### config.mk
export PLATFORM = sky130hd
export DESIGN_NAME = instr_fetch_unit
export DESIGN_NICKNAME = d
export VERILOG_FILES = /design/src/rtl/cpu_pkg.sv /design/src/rtl/ifu_pc_reg.sv /design/src/rtl/instr_fetch_unit.sv
export SDC_FILE = /design/constraint.sdc
export NUM_CORES = 1
export LEC_CHECK = 0
export CORE_ASPECT_RATIO = 1.1
export CORE_MARGIN = 2
export CORE_UTILIZATION = 45
export CTS_BUF_LIST = sky130_fd_sc_hd__clkbuf_2 sky130_fd_sc_hd__clkbuf_4 sky130_fd_sc_hd__clkbuf_8
export DETAILED_ROUTE_END_ITERATION = 16
export PLACE_DENSITY = 0.95
export SETUP_SLACK_MARGIN = 0.3
export SLEW_MARGIN = 15
export SYNTH_ARGS = -nofsm -noshare
export SYNTH_HDL_FRONTEND = slang
export SYNTH_HIERARCHICAL = 1
export SYNTH_SLANG_ARGS = --single-unit
export TNS_END_PERCENT = 5
### constraint.sdc
create_clock -name clk -period 3.4 [get_ports clk]
set_clock_uncertainty 0.15 [all_clocks]
set_input_delay 0.68 -clock clk [delete_from_list [all_inputs] [get_ports clk]]
set_output_delay 0.68 -clock clk [all_outputs]
set_load 0.05 [all_outputs]
### src/rtl/cpu_pkg.sv
// Shared types and constants for the 16-bit FSM CPU.
// Used by the fetch unit (instr_fetch_unit) and the control unit.
package cpu_pkg;

  localparam int unsigned          ADDR_W_DEF   = 16;
  localparam int unsigned          DATA_W_DEF   = 16;
  localparam logic [ADDR_W_DEF-1:0] RESET_PC_DEF = 16'h0000;

  // Decode field positions inside the instruction word
  localparam int OPC_MSB = 15;
  localparam int OPC_LSB = 12;
  localparam int RD_MSB  = 11;
  localparam int RD_LSB  = 8;
  localparam int RS_MSB  = 7;
  localparam int RS_LSB  = 4;
  localparam int RT_MSB  = 3;
  localparam int RT_LSB  = 0;

  typedef enum logic [1:0] {
    F_IDLE,
    F_REQ,
    F_WAIT
  } fetch_state_t;

  typedef enum logic [2:0] {
    S_FETCH,
    S_DECODE,
    S_EXECUTE,
    S_MEM,
    S_WRITEBACK
  } state_t;

  function automatic logic [15:0] sat_inc16(input logic [15:0] v);
    return (v == 16'hFFFF) ? v : v + 16'd1;
  endfunction

endpackage

### src/rtl/ifu_pc_reg.sv
// Program counter for the fetch unit: redirect beats increment, and the
// increment wraps modulo 2^ADDR_W.
module ifu_pc_reg #(
  parameter int unsigned         ADDR_W   = 16,
  parameter logic [ADDR_W-1:0]   RESET_PC = '0
) (
  input  logic              clk,
  input  logic              rst,
  input  logic              inc_i,
  input  logic              redirect_valid_i,
  input  logic [ADDR_W-1:0] redirect_pc_i,
  output logic [ADDR_W-1:0] pc_o
);

  logic [ADDR_W-1:0] pc_q, pc_d;

  always_comb begin
    pc_d = pc_q;
    if (redirect_valid_i) pc_d = redirect_pc_i;
    else if (inc_i)       pc_d = pc_q + ADDR_W'(1);
  end

  // NOTE: sequential state uses non-blocking assignments so every flop samples pre-edge values.
  always_ff @(posedge clk) begin
    if (rst) pc_q <= RESET_PC;
    else     pc_q <= pc_d;
  end

  assign pc_o = pc_q;

endmodule

### src/rtl/instr_fetch_unit.sv
// Fetch stage: PC, one imem read per fetch_en, IR capture and decode split.
// Optional performance counters are built when IFU_PERF_CNT_EN is defined.
module instr_fetch_unit
  import cpu_pkg::*;
#(
  parameter int unsigned       ADDR_W   = ADDR_W_DEF,
  parameter int unsigned       DATA_W   = DATA_W_DEF,
  parameter logic [ADDR_W-1:0] RESET_PC = RESET_PC_DEF
) (
  input  logic              clk,
  input  logic              rst,
  input  logic              fetch_en,
  output logic              imem_req,
  output logic [ADDR_W-1:0] imem_addr,
  input  logic [DATA_W-1:0] imem_rdata,
  input  logic              imem_valid,
  input  logic              redirect_valid,
  input  logic [ADDR_W-1:0] redirect_pc,
  output logic [ADDR_W-1:0] pc,
  output logic [DATA_W-1:0] instr,
  output logic              instr_valid,
  output logic [3:0]        opcode,
  output logic [3:0]        rd,
  output logic [3:0]        rs,
  output logic [3:0]        rt_imm,
  output logic              fetch_stall
`ifdef IFU_PERF_CNT_EN
  ,
  output logic [15:0]       perf_fetch_cnt,
  output logic [15:0]       perf_stall_cnt
`endif
);

  fetch_state_t      state_q, state_d;
  logic              kill_q, kill_d;
  logic [DATA_W-1:0] instr_q;
  logic              instr_valid_q;
  logic              busy, resp, capture;

  assign busy    = (state_q != F_IDLE);
  assign resp    = busy && imem_valid;
  // A response is dropped if a redirect is pending or arrives with it.
  assign capture = resp && !kill_q && !redirect_valid;

  // NOTE: every always_comb output gets a default first, so no path can infer a latch.
  always_comb begin
    state_d = state_q;
    kill_d  = kill_q;
    unique case (state_q)
      F_IDLE:  if (fetch_en) state_d = F_REQ;
      F_REQ:   state_d = imem_valid ? F_IDLE : F_WAIT;
      F_WAIT:  if (imem_valid) state_d = F_IDLE;
      default: state_d = F_IDLE;
    endcase
    if (resp)                         kill_d = 1'b0;
    else if (busy && redirect_valid)  kill_d = 1'b1;
  end

  always_ff @(posedge clk) begin
    if (rst) begin
      state_q       <= F_IDLE;
      kill_q        <= 1'b0;
      instr_q       <= '0;
      instr_valid_q <= 1'b0;
    end else begin
      state_q       <= state_d;
      kill_q        <= kill_d;
      instr_valid_q <= capture;
      if (capture) instr_q <= imem_rdata;
    end
  end

  ifu_pc_reg #(
    .ADDR_W   (ADDR_W),
    .RESET_PC (RESET_PC)
  ) u_pc_reg (
    .clk              (clk),
    .rst              (rst),
    .inc_i            (capture),
    .redirect_valid_i (redirect_valid),
    .redirect_pc_i    (redirect_pc),
    .pc_o             (pc)
  );

  assign imem_req    = (state_q == F_REQ);
  assign imem_addr   = pc;
  assign fetch_stall = busy;
  assign instr       = instr_q;
  assign instr_valid = instr_valid_q;
  assign opcode      = instr_q[OPC_MSB:OPC_LSB];
  assign rd          = instr_q[RD_MSB:RD_LSB];
  assign rs          = instr_q[RS_MSB:RS_LSB];
  assign rt_imm      = instr_q[RT_MSB:RT_LSB];

`ifdef IFU_PERF_CNT_EN
  logic [15:0] perf_fetch_q, perf_stall_q;

  always_ff @(posedge clk) begin
    if (rst) begin
      perf_fetch_q <= '0;
      perf_stall_q <= '0;
    end else begin
      if (capture)            perf_fetch_q <= sat_inc16(perf_fetch_q);
      if (state_q == F_WAIT)  perf_stall_q <= sat_inc16(perf_stall_q);
    end
  end

  assign perf_fetch_cnt = perf_fetch_q;
  assign perf_stall_cnt = perf_stall_q;
`endif

endmodule

==> tab_implementation.tex <==
\begin{tabular}{lr}
\hline
Metric & Value \\
\hline
\multicolumn{2}{l}{\textbf{Outcome}} \\
\quad Run status & finished clean \\
\multicolumn{2}{l}{\textbf{Clock tree}} \\
\quad H-tree depth & 2 \\
\quad Total of hold buffers inserted after clock tree synthesis & 0 \\
\quad Clock root buffer & clkbuf\_8 \\
\quad TritonCTS clock tree & done \\
\quad CTS resizes & 0 \\
\quad Number of clock sinks seen by CTS & 36 \\
\quad CTS clock-pin slew for the worst setup and hold paths & 0.07 ns \\
\quad Clock latency on the worst-skew pair & 0.29 ns \\
\quad Maximum number of buffers from clock root to sink & 2 \\
\quad Postcts setup bufs & 0 \\
\quad TritonCTS Buffers & 5 \\
\multicolumn{2}{l}{\textbf{STA}} \\
\quad Slew headroom & 64.0\% \\
\quad Final Hold Violating Endpoints & 0 \\
\quad Maximum achievable frequency & 0.394 GHz \\
\quad Worst Max-Slew Pin Slew & 0.539 ns \\
\quad Min Tclk post-route & 2.54 ns \\
\quad Worst hold-check slack & 0.339 ns \\
\quad Number of slew-limit violations in the final report & 0 \\
\quad Final setup violation count & 0 \\
\quad Total negative slack & 0 ns \\
\quad Setup repair after global routing missed its margin & no \\
\quad Part of the cycle the worst path needs & 74.7\% \\
\multicolumn{2}{l}{\textbf{Layout}} \\
\quad Flip-flop and latch area & 721 um\^{}2 \\
\quad Leading cell types in the layout, fill and taps excluded & clkdlybuf4s50\_1 (103), dfxtp\_1 (36), nand2b\_1 (32) \\
\quad Fraction of layout instances using a drive strength above 1 & 7.41\% \\
\quad Multi-input gate area in the final layout & 1010 um\^{}2 \\
\quad Final layout net count & 334 \\
\quad Total inserted antenna cells & 0 \\
\quad Area overhead of the layout relative to synthesis & 43.6\% \\
\quad Leading cell type in the layout, fill and taps excluded & clkdlybuf4s50\_1 \\
\quad Fill count & 370 \\
\multicolumn{2}{l}{\textbf{Critical path}} \\
\quad Data required time of the critical path & 2.57 ns \\
\quad Crit. End Element & output port \\
\quad Signal arrival time at the worst endpoint & 1.71 ns \\
\quad Kind of start point of the critical path & flop \\
\quad Flop2flop setup slack & 1.54 ns \\
\quad Crit Path Category & reg2out \\
\quad Worst-path maximum fanout & 4 \\
\multicolumn{2}{l}{\textbf{Global route}} \\
\quad Initial antenna violation count & 0 \\
\quad Residual overflow from global routing & 0 \\
\quad Total Routing Usage GR & 18.8\% \\
\quad Global-route wire length before repair & 7820 um \\
\quad Largest net degree at the start of global routing & 53 \\
\quad Vias in the first global route & 1,752 \\
\multicolumn{2}{l}{\textbf{Flow run}} \\
\quad Number of maximum-capacitance violations & 0 \\
\multicolumn{2}{l}{\textbf{Floorplan}} \\
\quad Placeable core region & 4590 um\^{}2 \\
\quad Die area & 5230 um\^{}2 \\
\quad Effective utilization at floorplan & 45.8\% \\
\quad Rows & 26 \\
\quad Die outline height & 75.7 um \\
\quad Number of top-level pins & 104 \\
\quad Die width & 69.2 um \\
\multicolumn{2}{l}{\textbf{Power and ir drop}} \\
\quad Areal power density over the cells & 386 nW/um\^{}2 \\
\quad Share of total power in combinational logic & 26.9\% \\
\quad Net switching power of the design & 370 uW \\
\quad Sequential Power Share & 40.3\% \\
\quad Static leakage & 0.00114 uW \\
\quad Largest voltage drop on the vdd net & 0.284 mV \\
\quad Internal portion of total power & 795 uW \\
\quad Part of the total power dissipated in the clock network & 32.8\% \\
\quad Switching part of the total & 31.8\% \\
\multicolumn{2}{l}{\textbf{Synthesis}} \\
\quad Net Count, Synth & 265 \\
\quad Cell accounting for the most synthesized area & dfxtp\_1 \\
\quad Yosys synthesis warning count & 6 \\
\quad Netlist area before placement & 2100 um\^{}2 \\
\quad Cell variety after synth & 31 \\
\quad Mean instance size in the synthesized netlist & 9.26 um\^{}2 \\
\quad Fraction of post-synthesis cell area in the top cell type by area & 34.3\% \\
\quad Cell types occupying the most area after synthesis & dfxtp\_1 (34\%), buf\_4 (11\%), mux2i\_1 (9.5\%), nand2b\_1 (9.5\%), xor2\_1 (3.8\%) \\
\quad Sequential cell area fraction in the yosys report & 34.3\% \\
\quad Flip-flop and latch count after synthesis & 36 \\
\quad Syn Inst Count & 227 \\
\multicolumn{2}{l}{\textbf{Place}} \\
\quad DP Wirelength & 3600 um \\
\quad Number of buffers added on ports & 103 \\
\quad Weighted congestion at the end of routability-driven global placement & 0.770 \\
\multicolumn{2}{l}{\textbf{Drt}} \\
\quad Total length of routed wires & 4870 um \\
\quad Post-route antenna net violation count & 0 \\
\quad Detail-routed via count per cell & 4.97 \\
\quad Overall via count from detail\_route & 1,754 \\
\quad Number of DRC markers in iteration 0 & 100 \\
\quad Router iterations before antenna repair & 4 \\
\quad Routed len/inst & 13.8 um \\
\quad Drt drc & 0 \\
\multicolumn{2}{l}{\textbf{Min path}} \\
\quad Worst min-delay path class & reg2reg \\
\hline
\end{tabular}
-- critical path, cell delays in order (launching register included) --
cell and delay [ns]:
dfxtp_1 0.40, or2_1 0.20, clkdlybuf4s50_1 0.83
-- kinds of logic (layout without fill, tap and decap cells) --
family / after synthesis / count (layout) / synth area share [%]
xor+xnor: 15 / 15 / 6.25
simple gates: 70 / 70 / 23.3
buf+inv: 57 / 127 / 17.7
fa+ha+maj: 1 / 1 / 0.595
mux: 20 / 20 / 9.52
compound gates: 28 / 28 / 8.27
flops: 36 / 36 / 34.3
-- cell usage after synthesis (all sizes together) --
cell type	n
nand4	6
nor2	7
or3	1
nor3b	1
dfxtp	36
nand2b	32
nand3	3
o21ai	2
inv	13
buf	36
o21a	10
nand2	5
clkbuf	8
and2b	1
or2	1
ha	1
xor2	9
a211oi	1
a21o	1
nor4	7
mux2i	20
xnor2	6
a21oi	14
nor3	6
-- worst paths after layout --
kind | start | endpoint | cells past startpoint
max | state_q[1] | fetch_stall | 2
min | instr[0] | instr[0] | 2
max reg2reg | state_q[1] | u_pc_reg/pc_o[4] | 7
min reg2reg | instr[0] | instr[0] | 2
-- through the flow --
step	instance area (um^2)	power [uW]	std cells	utilization, %	setup WS, ns
finish	3020	1160	353	65.8	0.861
global route	3020	1210	353	65.8	0.795
CTS	3020	1180	353	65.8	0.852
detailed placement	2910	793	345	63.4	0.740
global placement	2910	786	345	63.4	0.817
floorplan	2100	690	227	-	1.03
-- registers in the layout, indices dropped and copies added (netlist names) --
| signal | cells |
|---|---|
| instr | 16 |
| instr_valid | 1 |
| kill_q | 1 |
| state_q | 2 |
| u_pc_reg/pc_o | 16 |
-- power by group through the flow --
stage	Clock, uW	Sequential [uW]	Combinational [uW]
3_3_place_gp	0	478	308
5_1_grt	405	473	329
2_1_floorplan	0	533	157
3_5_place_dp	0	479	314
4_1_cts	391	469	315
6_report	383	469	313
-- metal layers --
metal	part of all wire (%)	global-route usage, %
met1	38	18.4
met2	53	36.6
met3	7.2	7.01
met4	1.8	7.63
met5	0	0
-- layout make-up --
cell class / count / share of cell area [%]
clock inverters: 2 / 1.16
flip-flops and latches: 36 / 23.9
multi-input cells: 134 / 33.6
repair buffers: 106 / 34.9
well taps: 56 / 2.32
inverters: 13 / 1.62
clock buffers: 6 / 2.53
No activity file was read; power rests on OpenSTA's default activity.
